==> src/rtl/cpu_pkg.sv <==
// rtl/cpu_pkg.sv - shared types and requester indices for the memory arbiter
//
// Purpose: arbiter state encoding and requester index constants.
// Ports:   none (package).
package cpu_pkg;

  typedef enum logic {
    IDLE   = 1'b0,
    ACCESS = 1'b1
  } mem_arb_state_e;

  localparam int REQ_CPU = 0;
  localparam int REQ_DMA = 1;

endpackage

==> src/rtl/rr_arbiter2.sv <==
// rtl/rr_arbiter2.sv - two-input round-robin pick, purely combinational
//
// Purpose: choose one eligible requester, favouring the one not granted last.
// Ports:
//   elig       in  [1:0] eligible requester mask
//   last_grant in        index of the most recent winner
//   valid      out       at least one requester is eligible
//   grant_idx  out       index of the winner (meaningful only when valid)
module rr_arbiter2 (
  input  logic [1:0] elig,
  input  logic       last_grant,
  output logic       valid,
  output logic       grant_idx
);

  always_comb begin
    valid = |elig;
    if (&elig) begin
      grant_idx = ~last_grant;
    end else begin
      grant_idx = elig[1];
    end
  end

endmodule

==> src/rtl/mem_arbiter.sv <==
// rtl/mem_arbiter.sv - CPU/DMA round-robin arbiter for the single memory port
//
// Purpose: grant one requester at a time, sequence its access with wait
//          states, return read data with a done pulse, abort hung accesses.
// Ports:
//   clk, rst_n                 clock, synchronous active-low reset
//   req/wr/addr/wdata          per-requester request, direction, address, data
//   gnt, done, err, rdata      owner grant, completion pulse, timeout flag, read data
//   busy                       arbiter not idle
//   mem_rd/mem_wr/mem_addr/mem_wdata/mem_rdata/mem_ready  external memory port
module mem_arbiter
  import cpu_pkg::*;
#(
  parameter int ADDR_WIDTH = 32,
  parameter int DATA_WIDTH = 32,
  parameter int TIMEOUT    = 255
) (
  input  logic                    clk,
  input  logic                    rst_n,
  input  logic [1:0]              req,
  input  logic [1:0]              wr,
  input  logic [2*ADDR_WIDTH-1:0] addr,
  input  logic [2*DATA_WIDTH-1:0] wdata,
  output logic [1:0]              gnt,
  output logic [1:0]              done,
  output logic                    err,
  output logic [DATA_WIDTH-1:0]   rdata,
  output logic                    busy,
  output logic                    mem_rd,
  output logic                    mem_wr,
  output logic [ADDR_WIDTH-1:0]   mem_addr,
  output logic [DATA_WIDTH-1:0]   mem_wdata,
  input  logic [DATA_WIDTH-1:0]   mem_rdata,
  input  logic                    mem_ready
);

  localparam int CW = (TIMEOUT < 1) ? 1 : $clog2(TIMEOUT + 1);
  localparam logic [CW-1:0] TMAX = CW'(TIMEOUT);

  mem_arb_state_e        state_q, state_d;
  logic                  dir_q, dir_d;
  logic                  owner_q, owner_d;
  logic                  last_grant_q, last_grant_d;
  logic [CW-1:0]         wait_cnt_q, wait_cnt_d;
  logic [1:0]            gnt_q, gnt_d;
  logic [1:0]            done_q, done_d;
  logic                  err_q, err_d;
  logic [DATA_WIDTH-1:0] rdata_q, rdata_d;
  logic [ADDR_WIDTH-1:0] mem_addr_q, mem_addr_d;
  logic [DATA_WIDTH-1:0] mem_wdata_q, mem_wdata_d;

  logic [1:0] elig;
  logic       pick_valid;
  logic       pick;

  // A requester being handed its done pulse is still holding a stale req.
  assign elig = req & ~done_q;

  rr_arbiter2 u_rr (
    .elig       (elig),
    .last_grant (last_grant_q),
    .valid      (pick_valid),
    .grant_idx  (pick)
  );

  always_comb begin
    state_d      = state_q;
    dir_d        = dir_q;
    owner_d      = owner_q;
    last_grant_d = last_grant_q;
    wait_cnt_d   = wait_cnt_q;
    gnt_d        = gnt_q;
    done_d       = '0;
    err_d        = 1'b0;
    rdata_d      = rdata_q;
    mem_addr_d   = mem_addr_q;
    mem_wdata_d  = mem_wdata_q;

    case (state_q)
      IDLE: begin
        if (pick_valid) begin
          state_d      = ACCESS;
          owner_d      = pick;
          dir_d        = wr[pick];
          last_grant_d = pick;
          wait_cnt_d   = '0;
          gnt_d        = pick ? 2'b10 : 2'b01;
          mem_addr_d   = pick ? addr[REQ_DMA*ADDR_WIDTH +: ADDR_WIDTH]
                              : addr[REQ_CPU*ADDR_WIDTH +: ADDR_WIDTH];
          mem_wdata_d  = pick ? wdata[REQ_DMA*DATA_WIDTH +: DATA_WIDTH]
                              : wdata[REQ_CPU*DATA_WIDTH +: DATA_WIDTH];
        end
      end
      ACCESS: begin
        // Ready in the final wait cycle still counts as success.
        if (mem_ready) begin
          if (!dir_q) begin
            rdata_d = mem_rdata;
          end
          done_d  = owner_q ? 2'b10 : 2'b01;
          gnt_d   = 2'b00;
          state_d = IDLE;
        end else if (wait_cnt_q == TMAX) begin
          done_d  = owner_q ? 2'b10 : 2'b01;
          err_d   = 1'b1;
          gnt_d   = 2'b00;
          state_d = IDLE;
        end else begin
          wait_cnt_d = wait_cnt_q + CW'(1);
        end
      end
      default: state_d = IDLE;
    endcase
  end

  always_ff @(posedge clk) begin
    if (!rst_n) begin
      state_q      <= IDLE;
      dir_q        <= 1'b0;
      owner_q      <= 1'b0;
      last_grant_q <= 1'b1;
      wait_cnt_q   <= '0;
      gnt_q        <= '0;
      done_q       <= '0;
      err_q        <= 1'b0;
      rdata_q      <= '0;
      mem_addr_q   <= '0;
      mem_wdata_q  <= '0;
    end else begin
      state_q      <= state_d;
      dir_q        <= dir_d;
      owner_q      <= owner_d;
      last_grant_q <= last_grant_d;
      wait_cnt_q   <= wait_cnt_d;
      gnt_q        <= gnt_d;
      done_q       <= done_d;
      err_q        <= err_d;
      rdata_q      <= rdata_d;
      mem_addr_q   <= mem_addr_d;
      mem_wdata_q  <= mem_wdata_d;
    end
  end

  assign busy      = (state_q != IDLE);
  assign mem_rd    = (state_q == ACCESS) && !dir_q;
  assign mem_wr    = (state_q == ACCESS) && dir_q;
  assign gnt       = gnt_q;
  assign done      = done_q;
  assign err       = err_q;
  assign rdata     = rdata_q;
  assign mem_addr  = mem_addr_q;
  assign mem_wdata = mem_wdata_q;

endmodule
==> config.mk <==
export PLATFORM = sky130hd
export DESIGN_NAME = mem_arbiter
export DESIGN_NICKNAME = d
export VERILOG_FILES = /design/src/rtl/cpu_pkg.sv /design/src/rtl/rr_arbiter2.sv /design/src/rtl/mem_arbiter.sv
export SDC_FILE = /design/constraint.sdc
export NUM_CORES = 1
export LEC_CHECK = 0
export ABC_AREA = 1
export BUFFER_PORTS_ARGS = -buffer_cell sky130_fd_sc_hd__buf_2
export CORE_MARGIN = 2
export CORE_UTILIZATION = 41
export DETAILED_ROUTE_END_ITERATION = 12
export GPL_TIMING_DRIVEN = 0
export HOLD_SLACK_MARGIN = 0.15
export PLACE_DENSITY = 0.77
export SLEW_MARGIN = 20
export SYNTH_ARGS = -nofsm -noshare
export SYNTH_HDL_FRONTEND = slang
export SYNTH_SLANG_ARGS = --single-unit
==> constraint.sdc <==
create_clock -name clk -period 1.28 [get_ports clk]
set_input_delay 0 -clock clk [delete_from_list [all_inputs] [get_ports clk]]
set_output_delay 0 -clock clk [all_outputs]
set_load 0.03 [all_outputs]
==> flow_summary.toml, run 1 <==
[clock_tree]
hold_buffers = 167
tritoncts_clock_tree = "built"
cts.htree.levels = 4
clock-root-buffer = "clkbuf_16"
clk_pin_slew_ps = 50
total_clock_buffers_created_by_cts = 17
ctsLongestPathBuffers = 2
clk-insertion-delay-late_ps = 420
numClockSinks = 113

[hold_path]
hold-path-cell-count = 3
min_delay_worst_endpoint = "mem_wdata[10]$_SDFFE_PN0P_"
worstHoldStart = "rst_n"
worst_hold_path_type = "in -> reg"

[routing]
post_dr_wirelength_cell_um = 18.7
firstDrtPassIters = 6
num_vias = 7541
post_drt_via_cell_ratio = 5.54
routed_wirelength_um = 25500
detail-route-antenna-nets = 0
remaining_drc_errors = 0
first_iter_violations = 623

[pwr]
p_leak_uw = 0.00483
ir_drop_mv = 0.889
power-per-cell-area_mw_per_mm2 = 1230
power_uw = 12200

[placement]
numPlacedInstances = 1136
pre_cts_slack_ps = -186
gp_weighted_congestion = 0.807
hpwlAfterDp_um = 11300
port-buffer-count = 269

[die]
boundaryPins = 271
std_cell_rows = 40
die_height_um = 114
starting_density_of_the_core_pct = 41.8
fp.coreArea_mm2 = 0.0120
die_w_um = 114
die-area_mm2 = 0.0131

[finish]
final_net_count = 1369
final_instance_count_without_filler_cells = 1362
layout.core_utilization_pct = 82.6
final_layout_size_suffix_gt1_share_pct = 43.2
syn_to_final_growth_pct = 97.7

[yosys]
synth_nets = 888
synthArstFlopShare_pct = 0
number_of_warning_messages_in_the_yosys_log = 0
syn_inst = 720
post_synth_instance_area_mm2 = 0.00500
yosysTopAreaCellShare_pct = 45.3
postSynthRegisterBits = 113
netlist-cell-type-count = 29
avgSynthCellArea_um2 = 6.94
ys.flop_type = "dfxtp_1"
post_synth_main_area_contributors = "dfxtp_1 (45%), nand2_1 (26%), a21oi_1 (8.1%), nand3_1 (6.9%), buf_2 (2.0%)"
synth.largest_area_cell = "dfxtp_1"
post_synth_edffs = 0
synth.yosys.seq_area_share_pct = 45.3

[critical_path]
critPathKind = "reg -> reg"
cp_data_arrival_time_ps = 1770
worst-r2r-cell-count = 11
critPathRequiredTime_ps = 1610
worst_r2r_startpoint = "done[1]$_SDFF_PN0_"
setup.worst_path.start_class = "flip-flop"
timing.critical_path.to_type = "flip-flop"
reg_to_reg_setup_timing_slack_ps = -160
critPathMaxFanout = 6
timing.rr.end = "mem_wdata[25]$_SDFFE_PN0P_"

[timing]
hold-worst-slack_ps = -65.6
post-route-period-util_pct = 113
fin_tns_setup_ps = -5840
timing.final.max_slew_violations = 0
rsz0062_at_grt = "true"
fin_skew_ps = 14.1
smallest_setup_slack_after_layout_ps = -164
setup_viol_count_final = 76
hold_violations = 3
maxClockFrequency_mhz = 692
max-slew-margin-rel_pct = 58.6
fin_crit_ps = 1440
worst_pin_slew_ps = 621

[grt]
vias_in_the_first_global_route = 7037
overall_global_routing_resource_usage_pct = 32.0
grt-ovfl-total = 0
grt_max_degree = 17
grt_antenna_before_repair = 1
grt_pass1_wl_um = 33200

[flow_run]
cap_viol_max_count = 0

[outcome]
status = "complete, but fails checks"
violations_in_the_final_reports = "negative hold slack, negative setup slack"
## stage by stage
step                hold WS (ps)  instance area (um^2)
CTS                        -69.4                  9120
global placement             207                  6570
global route               -78.8                  9880
finish                     -65.6                  9880
floorplan                    113                  5040
detailed placement           208                  6570
## state kept, by name (all words and copies together) (netlist names)
signal / flops
mem_wdata: 32
wait_cnt_q: 8
done: 2
last_grant_q: 1
err: 1
gnt: 2
busy: 1
rdata: 32
dir_q: 1
owner_q: 1
mem_addr: 32
## kinds of logic (layout without fill, tap and decap cells)
group	after synthesis	after routing	synth area share, %
buffers and inverters	64	558	7.31
flip-flops	113	113	45.3
AND/OR/NAND/NOR	447	447	37.2
other	0	1	0
adder cells (fa/ha/maj)	1	1	0.250
AO/OA/AOI/OAI	95	95	9.94
## what timing repair did
action	4_1_cts	5_1_grt
endpoints found under the setup margin	106	105
cloned	2	7
pin swaps	14	43
setup buffers	14	5
resized for setup	49	174
endpoints found under the hold margin	110	6
## critical path, stage by stage (launching register included)
cell and delay, ps:
dfxtp_4 340, inv_2 60, nand2_4 70, inv_4 80, nand2_8 80, clkinv_8 70
clkbuf_16 150, clkbuf_16 150, nand2_2 50, nand2_1 70, nand2_1 70, a21oi_1 170
## Yosys cell counts (2+ instances only)
cell and number:
nand2_4 2, inv_2 4, nor2_1 13, buf_4 6, o21ai_0 6, a21oi_2 3
buf_2 20, o211ai_1 3, dfxtp_1 113, nand2_2 4, nand2_1 344, nand3_1 69
buf_6 7, nor3_1 2, buf_8 2, nor2_2 4, nor2_4 2, inv_1 12
buf_1 3, or2_2 4, clkbuf_1 9, a21oi_1 81
## where the power goes
group	switching [uW]	internal (uW)
Combinational	1950	1390
Sequential	167	3790
Clock	1680	3210
## final cells by class
class                      instances  area (um^2)
timing repair buffer             464         3380
clock inverter                    10          131
buffer                            45          397
multi-input combinational        543         2930
sequential                       113         2280
fill                             617         2080
tap                              147          184
clock buffer                      22          475
inverter                          17         98.8
antenna                            1         2.50
## placed cells by master (no fill, tap or decap), types with 3 or more instances in the layout
cell type / instances
nor2_2: 5
clkbuf_1: 12
nor2_1: 9
dfxtp_4: 5
clkbuf_16: 25
a21oi_1: 59
dfxtp_1: 106
inv_4: 4
buf_2: 274
a21oi_2: 25
o211ai_1: 3
nand2_4: 25
dlygate4sd3_1: 167
nand3_1: 56
bufinv_16: 3
buf_6: 16
nand2_1: 257
clkinv_2: 5
buf_1: 3
buf_8: 10
nand2_2: 67
nor2_4: 5
o21ai_0: 4
inv_1: 10
nand3_2: 12
buf_4: 20
## how the worst max path moves through the flow
stage | from | cells past startpoint | to
after floorplan | wait_cnt_q[1]$_SDFFE_PN0P_ | 9 | wait_cnt_q[4]$_SDFFE_PN0P_
after global placement | done[1]$_SDFF_PN0_ | 9 | mem_addr[31]$_SDFFE_PN0P_
after detailed placement | done[1]$_SDFF_PN0_ | 9 | mem_addr[31]$_SDFFE_PN0P_
after CTS | done[1]$_SDFF_PN0_ | 10 | mem_wdata[29]$_SDFFE_PN0P_
after global routing | done[1]$_SDFF_PN0_ | 11 | mem_wdata[25]$_SDFFE_PN0P_
final | done[1]$_SDFF_PN0_ | 11 | mem_wdata[25]$_SDFFE_PN0P_
## routing by layer
metal,GRT usage [%],routed length [um],vias to the layer above
li1,-,-,3267
met4,20.9,1880,0
met2,55.6,12400,650
met3,9.37,2560,183
met5,0,0,-
met1,33.6,8660,3441
Note: power is estimated with default switching activity, not from simulation.
==> run 2: changes to the inputs <==
--- a/config.mk
+++ b/config.mk
@@ -5,14 +5,14 @@
 export SDC_FILE = /design/constraint.sdc
 export NUM_CORES = 1
 export LEC_CHECK = 0
-export ABC_AREA = 1
+export ABC_AREA = 0
 export BUFFER_PORTS_ARGS = -buffer_cell sky130_fd_sc_hd__buf_2
-export CORE_MARGIN = 2
-export CORE_UTILIZATION = 41
+export CORE_AREA = 2 2 106 108
 export DETAILED_ROUTE_END_ITERATION = 12
+export DIE_AREA = 0 0 108 110
 export GPL_TIMING_DRIVEN = 0
 export HOLD_SLACK_MARGIN = 0.15
-export PLACE_DENSITY = 0.77
+export PLACE_DENSITY = 0.76
 export SLEW_MARGIN = 20
 export SYNTH_ARGS = -nofsm -noshare
 export SYNTH_HDL_FRONTEND = slang
==> constraint.sdc (replaced) <==
create_clock -name clk -period 1.7 [get_ports clk]
set_input_delay 0 -clock clk [delete_from_list [all_inputs] [get_ports clk]]
set_output_delay 0 -clock clk [all_outputs]
set_load 0.03 [all_outputs]
==> run 2 against run 1 <==
  * The run ends with negative setup slack left
  * Synthesized cell count is 35% lower
  * Flip-flop and latch count stayed put
  * Worst setup slack worse by 190 ps
  * Non-clock buffer count is 18 lower
  * Maximum frequency is 30% lower
  * Design area is 16% lower
  * Clock power is 27% lower
  * Global-route usage is 6.8 points higher
  * Count of clock-buffer cells in the layout is 3 lower
  * Via count is 16% lower
  * Register-to-register slack worse by 190 ps
  * Largest cell class unchanged
  * Highest routed layer is now met5
==> flow_summary.toml, run 2 <==
[clock_tree]
clk-insertion-delay-late_ps = 500
clk_pin_slew_ps = 60
total_clock_buffers_created_by_cts = 17
numClockSinks = 113
clock-root-buffer = "clkbuf_8"
cts.htree.levels = 4
tritoncts_clock_tree = "built"
ctsLongestPathBuffers = 2

[yosys]
synth_nets = 633
yosys-mux-area-fraction_pct = 0.930
yosysTopAreaCellShare_pct = 52.5
largest_family_of_logic_cells_by_synthesized_area = "compound AO/OA/AOI/OAI gates"
synth_most_common_cell = "dfxtp_1"
ys.flop_type = "dfxtp_1"
number_of_warning_messages_in_the_yosys_log = 0
postSynthRegisterBits = 113
synth.yosys.seq_area_share_pct = 52.5
synthSimpleGateAreaFrac_pct = 18.8
synth.largest_area_cell = "dfxtp_1"
synth_fa_ha_area_share_pct = 0.291
yosys.area_share.xor_xnor_pct = 0.407
netlist-cell-type-count = 45
avgSynthCellArea_um2 = 9.26
post_synth_instance_area_mm2 = 0.00431
syn_inst = 465
synth_top_cells_by_count = "dfxtp_1 (113), nand2_1 (83), nor2_1 (53)"
post_synth_edffs = 0
post_synth_main_area_contributors = "dfxtp_1 (53%), a222oi_1 (12%), nand2_1 (7.2%), a21oi_1 (4.9%), nor2_1 (4.6%)"
compound_cell_area_share_of_the_yosys_netlist_pct = 21.6
synthArstFlopShare_pct = 0

[finish]
syn_to_final_growth_pct = 91.9
final_layout_size_suffix_gt1_share_pct = 37.6
layout_commonest_cell = "buf_2"
mostFrequentLayoutCells = "buf_2 (286), dlygate4sd3_1 (166), dfxtp_1 (109)"
seq_area_mm2 = 0.00227
fillers = 621
finalInstanceArea_mm2 = 0.00826
multiInputGateArea_mm2 = 0.00183
layout.core_utilization_pct = 77.2
final_net_count = 1101

[timing]
fin_skew_ps = 10.7
maxClockFrequency_mhz = 486
fin_tns_setup_ps = -1510
hold_violations = 0
worst_pin_slew_ps = 844
rsz0062_at_grt = "true"
max-slew-margin-rel_pct = 43.8
timing.final.max_slew_violations = 0
smallest_setup_slack_after_layout_ps = -357
setup_viol_count_final = 29
post-route-period-util_pct = 121
fin_crit_ps = 2060

[routing]
routed_wirelength_um = 22700
post_dr_wirelength_cell_um = 20.8
firstDrtPassIters = 7
num_vias = 6302
first_iter_violations = 1029
remaining_drc_errors = 0
post_drt_via_cell_ratio = 5.77
detail-route-antenna-nets = 0

[critical_path]
timing.rr.end = "mem_wdata[22]$_SDFFE_PN0P_"
critPathMaxFanout = 8
critPathRequiredTime_ps = 2030
reg_to_reg_setup_timing_slack_ps = -360
crit_path_top_delay_cell = "a222oi_1"
cp_slowest_stage_delay_ps = 760
critPathKind = "reg -> reg"
worst_r2r_startpoint = "done[1]$_SDFF_PN0_"
path_cells = "nand2b_4 > a21o_1 > buf_6 > buf_8 > a222oi_1 > nor2_1"
setup.worst_path.start_class = "flip-flop"
worst-r2r-cell-count = 6
cp_data_arrival_time_ps = 2390
timing.critical_path.to_type = "flip-flop"

[pwr]
p_leak_uw = 0.00392
ir_drop_mv = 0.562
power-per-cell-area_mw_per_mm2 = 1030

[grt]
grt_antenna_before_repair = 4
vias_in_the_first_global_route = 6310
grt_max_degree = 17
overall_global_routing_resource_usage_pct = 38.8
grt_pass1_wl_um = 34200
grt-ovfl-total = 0

[placement]
hpwlAfterDp_um = 11300
placed_cell_area_mm2 = 0.00584
gp_weighted_congestion = 0.860
port-buffer-count = 270
pre_cts_slack_ps = -3.43

[hold_path]
worstHoldStart = "wdata[14]"
worst_hold_path_type = "in -> reg"
min_delay_worst_endpoint = "mem_wdata[14]$_SDFFE_PN0P_"
hold-path-cell-count = 4

[die]
std_cell_rows = 38
starting_density_of_the_core_pct = 40.3
die-area_mm2 = 0.0119
boundaryPins = 271
die_w_um = 108
fp.coreArea_mm2 = 0.0107
die_height_um = 110

[outcome]
violations_in_the_final_reports = "negative setup slack"
status = "complete, but fails checks"

[flow_run]
cap_viol_max_count = 0
## run 2: worst max-delay path: cells and delay by family, from the launching register on
kind	cells	cell delay (ps)
buffers and inverters	2	270
flip-flops	1	360
AND/OR/NAND/NOR	2	330
AO/OA/AOI/OAI	2	930
## run 2: report_power, final
part	switching [uW]	internal, uW	total, uW	leakage (uW)
logic	1110	823	1940	0.00270
registers	139	2850	2980	0.000928
clock network	1270	2310	3570	0.000286
total	2520	5970	8500	0.00392
## run 2: logic make-up (layout without fill, tap and decap cells)
logic type | Yosys count | after routing
multiplexers | 4 | 4
adder cells (fa/ha/maj) | 1 | 1
AND/OR/NAND/NOR | 178 | 178
flip-flops | 113 | 113
other | 0 | 6
buffers and inverters | 44 | 525
XOR/XNOR | 2 | 2
AO/OA/AOI/OAI | 123 | 123
## run 2: timing repair
item | CTS | global route
setup endpoints to repair | 7 | 64
gates resized for setup | 1 | 20
cloned | 0 | 0
hold buffers | 166 | 0
endpoints found under the hold margin | 107 | 0
pin swaps | 0 | 19
buffers inserted | 0 | 14
## run 2: area by class of cell
type / instances / share of cell area, %
timing repair buffer: 450 / 37.8
sequential: 113 / 27.5
multi-input combinational: 308 / 22.1
clock buffer: 19 / 5.35
buffer: 41 / 2.91
tap: 140 / 2.12
clock inverter: 13 / 1.95
antenna: 6 / 0.182
inverter: 2 / 0.0909
## run 2: worst max-delay path by stage
stage / from / to / slack (ps) / cells past startpoint
2_1_floorplan: busy$_SDFF_PN0_ / rdata[2]$_SDFFE_PN0P_ / 30 / 6
3_3_place_gp: busy$_SDFF_PN0_ / mem_addr[1]$_SDFFE_PN0P_ / 7 / 5
3_5_place_dp: busy$_SDFF_PN0_ / mem_addr[0]$_SDFFE_PN0P_ / -3 / 5
4_1_cts: busy$_SDFF_PN0_ / mem_wdata[3]$_SDFFE_PN0P_ / 0.5 / 5
5_1_grt: done[0]$_SDFF_PN0_ / mem_wdata[22]$_SDFFE_PN0P_ / -380 / 6
6_report: done[1]$_SDFF_PN0_ / mem_wdata[22]$_SDFFE_PN0P_ / -360 / 6
## run 2: through the flow
stage	total power, uW	hold slack [ps]	std cells
detailed placement	4430	226	875
finish	8500	265	1092
global route	8760	257	1089
CTS	8280	222	1073
global placement	4390	215	875
floorplan	3880	77.2	465
## run 2: routing by layer
metal	GRT usage [%]	vias to the layer above	part of all wire [%]	wire length (um)
met1	38.2	2901	33	7490
li1	-	2668	-	-
met5	2.23	-	0.15	35
met4	26.4	2	7.3	1670
met2	66.0	575	49	11200
met3	17.0	156	11	2400
